**config.mk**
```make
export PLATFORM = sky130hd
export DESIGN_NAME = gram_wb_bist
export DESIGN_NICKNAME = d
export VERILOG_FILES = /design/src/rtl/gram_wb_bist.sv
export SDC_FILE = /design/constraint.sdc
export NUM_CORES = 1
export LEC_CHECK = 0
export ABC_AREA = 1
export ABC_CLOCK_PERIOD_IN_PS = 3400
export CAP_MARGIN = 20
export CORE_ASPECT_RATIO = 0.6
export CORE_MARGIN = 2
export CORE_UTILIZATION = 61
export DETAILED_ROUTE_END_ITERATION = 7
export DONT_BUFFER_PORTS = 1
export PLACE_DENSITY = 0.74
export SLEW_MARGIN = 20
export SYNTH_ARGS = -nofsm -noshare
export SYNTH_HDL_FRONTEND = slang
export SYNTH_SLANG_ARGS = --single-unit
```
**constraint.sdc**
```tcl
create_clock -name clk -period 3.4 [get_ports clk]
set_input_delay 0.34 -clock clk [delete_from_list [all_inputs] [get_ports clk]]
set_output_delay 0.34 -clock clk [all_outputs]
set_load 0.02 [all_outputs]
```
**src/rtl/gram_wb_bist.sv**
```systemverilog
// Wishbone classic master that writes a generated pattern over a word range,
// reads it back in order and reports mismatches, timeouts and busy cycles.
module gram_wb_bist #(
  parameter int ADDR_WIDTH     = 30,
  parameter int DATA_WIDTH     = 32,
  parameter int LEN_WIDTH      = 16,
  parameter int TIMEOUT_CYCLES = 1024,
  parameter int ERR_WIDTH      = 16
) (
  input  logic                    clk,
  input  logic                    rst_n,
  input  logic                    start,
  input  logic [1:0]              cfg_mode,
  input  logic [ADDR_WIDTH-1:0]   cfg_base,
  input  logic [LEN_WIDTH-1:0]    cfg_length,
  input  logic [DATA_WIDTH-1:0]   cfg_seed,
  output logic [ADDR_WIDTH-1:0]   wb_adr,
  output logic [DATA_WIDTH-1:0]   wb_dat_w,
  input  logic [DATA_WIDTH-1:0]   wb_dat_r,
  output logic [DATA_WIDTH/8-1:0] wb_sel,
  output logic                    wb_cyc,
  output logic                    wb_stb,
  output logic                    wb_we,
  input  logic                    wb_ack,
  output logic                    busy,
  output logic                    done,
  output logic                    pass,
  output logic                    timeout,
  output logic [ERR_WIDTH-1:0]    err_count,
  output logic [ADDR_WIDTH-1:0]   first_err_adr,
  output logic [DATA_WIDTH-1:0]   first_err_exp,
  output logic [DATA_WIDTH-1:0]   first_err_got,
  output logic [31:0]             cycles
);

  localparam int          WAIT_W    = (TIMEOUT_CYCLES > 1) ? $clog2(TIMEOUT_CYCLES) : 1;
  localparam int          POS_W     = $clog2(DATA_WIDTH);
  localparam logic [31:0] LFSR_POLY = 32'h8020_0003;

  typedef enum logic [2:0] {
    S_IDLE, S_WR_BUS, S_WR_GAP, S_RD_BUS, S_RD_GAP, S_DONE
  } state_t;

  state_t                state, state_nxt;
  logic [1:0]            mode_r;
  logic [ADDR_WIDTH-1:0] base_r;
  logic [LEN_WIDTH-1:0]  len_r;
  logic [DATA_WIDTH-1:0] seed_r;
  logic [LEN_WIDTH-1:0]  index;
  logic [POS_W-1:0]      walk_pos;
  logic [31:0]           lfsr;
  logic [WAIT_W-1:0]     wait_cnt;
  logic [DATA_WIDTH-1:0] pattern;
  logic                  last_word;
  logic                  wait_expired;
  logic                  bus_active;

  function automatic logic [31:0] lfsr_init(input logic [DATA_WIDTH-1:0] s);
    logic [31:0] low;
    low = 32'(s);
    return (low == 32'd0) ? 32'd1 : low;
  endfunction

  function automatic logic [31:0] lfsr_step(input logic [31:0] s);
    return s[0] ? ((s >> 1) ^ LFSR_POLY) : (s >> 1);
  endfunction

  assign last_word    = (index == len_r - LEN_WIDTH'(1));
  assign wait_expired = (wait_cnt == WAIT_W'(TIMEOUT_CYCLES - 1));

  always_comb begin
    // NOTE: every signal written here gets a default first; a path that skips
    // an assignment would otherwise infer a latch.
    pattern = '0;
    case (mode_r)
      2'd1:    for (int i = 0; i < DATA_WIDTH; i++) pattern[i] = lfsr[i % 32];
      2'd2:    pattern = (DATA_WIDTH'(1) << walk_pos) ^ seed_r;
      default: pattern = DATA_WIDTH'(index) ^ seed_r;
    endcase
  end

  always_ff @(posedge clk) begin
    if (!rst_n) state <= S_IDLE;
    else        state <= state_nxt;
  end

  always_comb begin
    state_nxt = state;
    case (state)
      S_IDLE, S_DONE:
        if (start) state_nxt = (cfg_length == '0) ? S_DONE : S_WR_BUS;
      S_WR_BUS:
        if (wb_ack)            state_nxt = S_WR_GAP;
        else if (wait_expired) state_nxt = S_DONE;
      S_WR_GAP: state_nxt = last_word ? S_RD_BUS : S_WR_BUS;
      S_RD_BUS:
        if (wb_ack)            state_nxt = S_RD_GAP;
        else if (wait_expired) state_nxt = S_DONE;
      S_RD_GAP: state_nxt = last_word ? S_DONE : S_RD_BUS;
      default:  state_nxt = S_IDLE;
    endcase
  end

  always_comb begin
    bus_active = (state == S_WR_BUS) || (state == S_RD_BUS);
    wb_cyc     = bus_active;
    wb_stb     = bus_active;
    wb_we      = (state == S_WR_BUS);
    wb_sel     = bus_active ? '1 : '0;
    wb_adr     = bus_active ? base_r + ADDR_WIDTH'(index) : '0;
    wb_dat_w   = (state == S_WR_BUS) ? pattern : '0;
    busy       = bus_active || (state == S_WR_GAP) || (state == S_RD_GAP);
    done       = (state == S_DONE);
    pass       = done && (err_count == '0) && !timeout;
  end

  // Config latches, generator, wait counter and result registers.
  always_ff @(posedge clk) begin
    // NOTE: the datapath is reset along with the FSM so every result output
    // reads 0 straight out of reset rather than stale values.
    if (!rst_n) begin
      mode_r        <= '0;
      base_r        <= '0;
      len_r         <= '0;
      seed_r        <= '0;
      index         <= '0;
      walk_pos      <= '0;
      lfsr          <= '0;
      wait_cnt      <= '0;
      timeout       <= 1'b0;
      err_count     <= '0;
      first_err_adr <= '0;
      first_err_exp <= '0;
      first_err_got <= '0;
      cycles        <= '0;
    end else begin
      // NOTE: non-blocking assignments so every register sees pre-edge values.
      if (busy && cycles != '1) cycles <= cycles + 32'd1;
      case (state)
        S_IDLE, S_DONE: if (start) begin
          mode_r        <= cfg_mode;
          base_r        <= cfg_base;
          len_r         <= cfg_length;
          seed_r        <= cfg_seed;
          index         <= '0;
          walk_pos      <= '0;
          lfsr          <= lfsr_init(cfg_seed);
          wait_cnt      <= '0;
          timeout       <= 1'b0;
          err_count     <= '0;
          first_err_adr <= '0;
          first_err_exp <= '0;
          first_err_got <= '0;
          cycles        <= '0;
        end
        S_WR_BUS, S_RD_BUS: begin
          if (wb_ack) begin
            if (state == S_RD_BUS && wb_dat_r != pattern) begin
              if (err_count != '1) err_count <= err_count + ERR_WIDTH'(1);
              if (err_count == '0) begin
                first_err_adr <= wb_adr;
                first_err_exp <= pattern;
                first_err_got <= wb_dat_r;
              end
            end
          end else if (wait_expired) begin
            timeout <= 1'b1;
          end else begin
            wait_cnt <= wait_cnt + WAIT_W'(1);
          end
        end
        S_WR_GAP, S_RD_GAP: begin
          wait_cnt <= '0;
          if (last_word) begin
            index    <= '0;
            walk_pos <= '0;
            lfsr     <= lfsr_init(seed_r);
          end else begin
            index    <= index + LEN_WIDTH'(1);
            walk_pos <= (walk_pos == POS_W'(DATA_WIDTH - 1)) ? '0 : walk_pos + POS_W'(1);
            lfsr     <= lfsr_step(lfsr);
          end
        end
        default: ;
      endcase
    end
  end

endmodule
```
==> run metrics, run 1 <==
post-synthesis xor/xnor area fraction 0.0217; post-layout util 0.684; grt total ovfl 0; placed insts 3365; Setup crit start kind flop; combinational family with the most area after synthesis simple AND/OR/NAND/NOR gates; Inserted Diodes 0; first-pass GRT wire length 103 mm; Placer Congestion 1.05; IO Port Bufs 0; number of cell rows 49; final net count 3214; Final Worst Setup Slack 0.0368 ns; Crit path arrival time 3.02 ns; antenna violations before repair 0; failing checks negative hold slack; largest net degree at the start of global routing about 180; cell count after synthesis 3079; clock-pin transition on the worst setup and hold timing paths 0.08 ns; Synth Area in Simple Gates 0.392; CTS root buf clkbuf_16; final worst path period need 3.36 ns; Syn Area/Cell 6.04 sq um; Slew HR 0.338; vias 20.5k; Max-Cap Viols 0; Pleak 9.40 nW; die area 0.0319 sq mm; share of cells above drive strength 1 0.0619; setup violators final 0; DIE HEIGHT 139 um; IR drop worst, VDD around 460 uV; clock tree buffer depth 3; Peak Freq around 300 MHz; DRT Wirelength 67.5 mm; Area growth syn-to-layout 10.3%; Post-synth top flop dfxtp_1; drt first pass iters 6; Synth Area in Adders 0.0219; vias in the first global route 18.0k; minimum hold slack -0.00206 ns; Yosys warning count 0; via/cell ratio 5.87; critical path fanouts, max 7; Chip Width roughly 230 um; DRC viols 0; Synthesized Nets 3227; Post-DP Area about 0.019 sq mm; outcome finished with violations; Starting Density 0.620; Synth Area in Compound Gates 0.105; Critical Path End Type output port; total power 10.8 mW; worst-margin pin slew just under 1 ns; Post-Route Skew approximately 0.04 ns; post-route cell area between 0.02 and 0.025 sq mm; Unique masters post-synth between 40 and 50; fin crit share 0.989; initial DRC count 2990; Finished Layout Cells about 3.5k; CP required 3.06 ns; final antenna-violating net count 0; CTS Buf Count 28; Routed wire per std cell 19.3 um; number of synthesized register bits ~290; total core area around 0.03 sq mm; PwrDens 527 mW/mm^2; worst slack, placed 0.225 ns; Setup TNS Final 0 ns; Post-synth ARST share 0; clk sinks 289; WS Path Type flop to output port; sequential-to-total area share from yosys stat 0.311; Final Hold Fails 1; Worst-Skew Late Latency a little under 0.6 ns; worst hold-check path type input pin to flop; mapped cell area 0.0186 sq mm; multiplexer share of the synthesized area 0; max-slew violation count 0; gr usage total 0.406; CTS tree yes; EDFF count, synth 0; # IOs 331; post-DP HPWL between 40 and 50 mm; CTS H-Tree Depth 1
[cells in the final DEF (no fill, tap or decap), types with 4 or more instances in the layout]
| master | instances |
|---|---|
| nand2_1 | 796 |
| inv_1 | 427 |
| nor2_1 | 334 |
| dfxtp_1 | 283 |
| nand3_1 | 219 |
| a21oi_1 | 192 |
| nand4_1 | 179 |
| o21ai_0 | 144 |
| dlygate4sd3_1 | 76 |
| clkinv_1 | 50 |
| nor3_1 | 39 |
| buf_4 | 39 |
| xor2_1 | 32 |
| inv_2 | 29 |
| clkbuf_16 | 29 |
| ha_1 | 28 |
| nor4_1 | 24 |
| nand3b_1 | 16 |
| or2_2 | 14 |
| nand2_2 | 14 |
| xnor2_1 | 14 |
| o21ai_1 | 8 |
| nor2_2 | 7 |
| clkinv_4 | 6 |
| dfxtp_2 | 6 |
| nor2_4 | 5 |
| nor3b_1 | 5 |
| o21ai_2 | 4 |
| a31oi_1 | 4 |
| clkinv_2 | 4 |
| o22ai_1 | 4 |
| clkinvlp_4 | 4 |
| buf_12 | 4 |
[registers in the layout (all words and copies together), names as in the netlist]
signal         count
first_err_adr     30
len_r             16
wait_cnt          10
err_count         16
first_err_exp     32
timeout            1
seed_r            32
state              3
base_r            30
lfsr              32
walk_pos           5
index             16
mode_r             2
first_err_got     32
cycles            32
[final timing paths]
path / from / endpoint / slack, ns / cells past startpoint
worst min-delay path: cfg_seed[10] / seed_r[10] / -0.002 / 2
worst min register to register: base_r[29] / base_r[29] / 0.48 / 2
worst max-delay path: index[14] / wb_adr[21] / 0.04 / 9
worst max register to register: mode_r[0] / first_err_adr[5] / 0.20 / 17
[cell usage after synthesis, types with 16 or more instances]
library cell / number / area share
nor3_1: 39 / 0.010
nand4_1: 179 / 0.060
nor4_1: 24 / 0.0081
inv_2: 23 / 0.0046
xor2_1: 32 / 0.015
buf_2: 26 / 0.0070
nand3b_1: 16 / 0.0065
inv_1: 435 / 0.088
dfxtp_1: 289 / 0.31
nand2_1: 798 / 0.16
buf_6: 18 / 0.011
nand3_1: 220 / 0.059
o21ai_0: 148 / 0.040
clkinv_1: 50 / 0.010
ha_1: 31 / 0.021
nor2_1: 336 / 0.068
clkbuf_1: 99 / 0.020
a21oi_1: 195 / 0.052
[routing by layer]
layer / up-vias / track usage / share of wire
met5: - / 0 / 0
li1: 9761 / - / -
met3: 163 / 0.119 / 0.15
met2: 1347 / 0.550 / 0.39
met4: 0 / 0.116 / 0.032
met1: 9255 / 0.614 / 0.43
[power by group]
part           leakage [nW]  internal, mW  switching (mW)
Sequential             2.37          3.74           0.646
Combinational          6.56         0.925            2.11
Clock                 0.470          1.87            1.51
Total                  9.40          6.54            4.27
[cell families after synthesis]
group                    Yosys count
adder cells (fa/ha/maj)           32
AND/OR/NAND/NOR                 1662
AO/OA/AOI/OAI                    376
buffers and inverters            674
flip-flops                       289
XOR/XNOR                          46
[area by class of cell]
| type | instances | area (sq um) |
|---|---|---|
| clock buffer | 34 | 774 |
| fill | 2654 | 9470 |
| timing repair buffer | 122 | 1180 |
| sequential | 289 | 5790 |
| clock inverter | 18 | 205 |
| tap | 408 | 510 |
| inverter | 509 | 1920 |
| multi-input combinational | 2116 | 10100 |
[critical path, stage by stage (launching register included)]
cell and delay [ns]:
dfxtp_1 0.60, ha_1 0.39, a21oi_1 0.28, o21ai_0 0.24, nand2_1 0.11, o211ai_1 0.09, buf_4 0.16, or2_2 0.27
nand3_1 0.13, inv_1 0.16
[what timing repair did]
action,CTS,global route
pin swaps,0,2
endpoints found under the hold margin,184,0
buffers inserted,0,2
hold buffers,77,0
gates resized for setup,5,31
endpoints found under the setup margin,9,121
(Power assumes the default switching activity.)
==> run 2, diff against run 1 <==
--- a/config.mk
+++ b/config.mk
@@ -10,10 +10,11 @@
 export CAP_MARGIN = 20
 export CORE_ASPECT_RATIO = 0.6
 export CORE_MARGIN = 2
-export CORE_UTILIZATION = 61
+export CORE_UTILIZATION = 50
 export DETAILED_ROUTE_END_ITERATION = 7
 export DONT_BUFFER_PORTS = 1
-export PLACE_DENSITY = 0.74
+export GPL_ROUTABILITY_DRIVEN = 0
+export PLACE_DENSITY = 0.62
 export SLEW_MARGIN = 20
 export SYNTH_ARGS = -nofsm -noshare
 export SYNTH_HDL_FRONTEND = slang
==> run 2 against run 1 <==
  * The flow now finishes without violations
  * Sequential power is essentially flat
  * Flip-flop and latch count unchanged
  * Global-route usage is 6.9 points lower
  * First-iteration DRC count is 13% lower
  * Sequential share of layout area decreased by 0.20 points
  * Setup slack improved by 0.078 ns
  * Register-to-register slack improved by 0.04 ns
  * Critical endpoint is now wb_adr[15]
==> run metrics, run 2 (synthesized netlist as in run 1, its figures left out) <==
worst-case reg-to-reg path depth 20 (was 17); outcome completed (was finished with violations); final net count 3232 (was 3214); Fill cells 3634 (was 2654); IO Port Bufs 0 (unchanged); drt first pass iters 8 (was 6); critical path fanouts, max 7 (unchanged); Final Worst Setup Slack 0.115 ns (was 0.0368 ns); placed insts 3437 (was 3365); reg-to-reg endpoint first_err_adr[11] (was first_err_adr[5]); max-slew violation count 0 (unchanged); Setup TNS Final 0 ns (unchanged); Chip Width 253 um (was 229 um); Area growth syn-to-layout 11.1% (was 10.3%); largest net degree at the start of global routing 176 (was 181); CTS H-Tree Depth 1 (unchanged); worst slack, placed 0.231 ns (was 0.225 ns); Setup crit start kind flop (unchanged); die area 0.0388 sq mm (was 0.0319 sq mm); hold depth 2 (unchanged); DRC viols 0 (unchanged); Comb pwr share 0.290 (was 0.281); Max-Cap Viols 0 (unchanged); minimum hold slack 0.0117 ns (was -0.00206 ns); PwrDens 512 mW/mm^2 (was 527 mW/mm^2); vias 20.0k (was 20.5k); worst hold-check path type input pin to flop (unchanged); grt met2 use 0.448 (was 0.550); CP Launch Point index[14] (unchanged); RSZ-0062 raised after global routing false; antenna violations before repair 1 (was 0); clock-pin transition on the worst setup and hold timing paths 0.07 ns (was 0.08 ns); post-DP HPWL 48.0 mm (was 47.8 mm); Finished Layout Cells 3575 (was 3496); final antenna-violating net count 0 (unchanged); clk sinks 289 (unchanged); Critical Path End Type output port (unchanged); first-pass GRT wire length 104 mm (was 103 mm); most frequent cells in the layout 796 x nand2_1, 432 x inv_1, 334 x nor2_1 (was 796 x nand2_1, 427 x inv_1, 334 x nor2_1); GR Util met1 0.517 (was 0.614); Slew HR 0.336 (was 0.338); total power 10.6 mW (was 10.8 mW); grt total ovfl 0 (unchanged); share of cells above drive strength 1 0.0587 (was 0.0619); Starting Density 0.510 (was 0.620); setup violators final 0 (unchanged); total core area 0.0365 sq mm (was 0.0300 sq mm); # IOs 331 (unchanged); vias in the first global route 17.7k (was 18.0k); clock tree buffer depth 3 (unchanged); Sw Pwr 4.17 mW (was 4.27 mW); post-layout util 0.566 (was 0.684); Pleak 9.45 nW (was 9.40 nW); Clock power frac 0.296 (was 0.313); crit path capture wb_adr[15] (was wb_adr[21]); worst-margin pin slew 0.997 ns (was 0.990 ns); initial DRC count 2604 (was 2990); WS Path Type flop to output port (unchanged); Peak Freq 304 MHz (was 297 MHz); post-route cell area 0.0207 sq mm (was 0.0205 sq mm); Routed wire per std cell 18.9 um (was 19.3 um); CTS root buf clkbuf_16 (unchanged); DRT Wirelength 67.7 mm (was 67.5 mm); via/cell ratio 5.60 (was 5.87); Reg power frac 0.414 (was 0.406); Hold Crit Start cfg_length[0] (was cfg_seed[10]); Crit path arrival time 2.94 ns (was 3.02 ns); Inserted Diodes 0 (unchanged); CP required 3.06 ns (about the same); DIE HEIGHT 153 um (was 139 um); r2r startpoint mode_r[0] (unchanged); most common cell after layout, fill and taps aside nand2_1 (unchanged); global routing met3 resource utilization 0.105 (was 0.119); gr usage total 0.338 (was 0.406); IR drop worst, VDD 364 uV (was 457 uV); Worst-Skew Late Latency 0.57 ns (was 0.59 ns); Post-Route Skew 0.0128 ns (was 0.0411 ns); Top Usage Layer GRT met1 (unchanged); R2R setup slack 0.24 ns (was 0.20 ns); CTS tree yes (unchanged); Final Hold Fails 0 (was 1); fin crit share 0.966 (was 0.989); Post-DP Area 0.0188 sq mm (was 0.0186 sq mm); Int Pwr 6.41 mW (was 6.54 mW); final worst path period need 3.28 ns (was 3.36 ns); Net Sw Frac 0.394 (was 0.395); CTS Buf Count 29 (was 28); number of cell rows 54 (was 49)
## run 2: cell count changes in the layout (fill, tap and decap cells not counted), sizes merged
cell | before | now
clkbuf | 34 | 40
inv | 460 | 459
bufinv | 3 | 1
clkinv | 60 | 54
dlygate4sd3 | 76 | 90
buf | 46 | 49
clkinvlp | 4 | 1
## run 2: power by group through the flow
stage | logic (mW) | registers (mW) | clock network (mW)
after floorplan | 2.15 | 4.27 | 0
after global placement | 2.76 | 4.43 | 0
after detailed placement | 2.81 | 4.44 | 0
after CTS | 2.96 | 4.37 | 3.16
after global routing | 3.40 | 4.42 | 3.34
final | 3.07 | 4.38 | 3.13
## run 2: worst min path at each step
stage                  end  slack, ns
4_1_cts           len_r[0]      0.001
2_1_floorplan  wait_cnt[9]       0.43
3_3_place_gp   wait_cnt[9]       0.45
6_report          len_r[0]       0.01
5_1_grt           len_r[6]       0.02
3_5_place_dp   wait_cnt[9]       0.46
## run 2: worst max-delay path, cell delays in order, from the launching register on
cell and delay, ns:
dfxtp_2 0.45, ha_1 0.34, a21oi_1 0.36, o21ai_0 0.24, a21oi_1 0.23, nand2_1 0.11
or2_2 0.28, nand3_1 0.18, inv_1 0.17
## run 2: metal layers
| layer | vias up | part of all wire |
|---|---|---|
| li1 | 9786 | - |
| met4 | 0 | 0.026 |
| met5 | - | 0 |
| met1 | 9034 | 0.46 |
| met3 | 112 | 0.13 |
| met2 | 1098 | 0.38 |
## run 2: layout make-up
class | instances | area [sq um] | share of cell area
clock buffers | 40 | 807 | 0.0391
clock inverters | 6 | 57.6 | 0.00279
inverters | 509 | 1920 | 0.0928
multi-input cells | 2116 | 10100 | 0.490
flip-flops and latches | 289 | 5790 | 0.280
well taps | 476 | 596 | 0.0288
repair buffers | 139 | 1360 | 0.0658
## run 2: repair_timing
action                                  CTS  global route
buffers inserted                          0             1
gates resized for setup                   3            34
hold endpoints to repair                191             0
cloned                                    0             0
pin swaps                                 0             1
endpoints found under the setup margin    8           118
hold buffers                             91             0
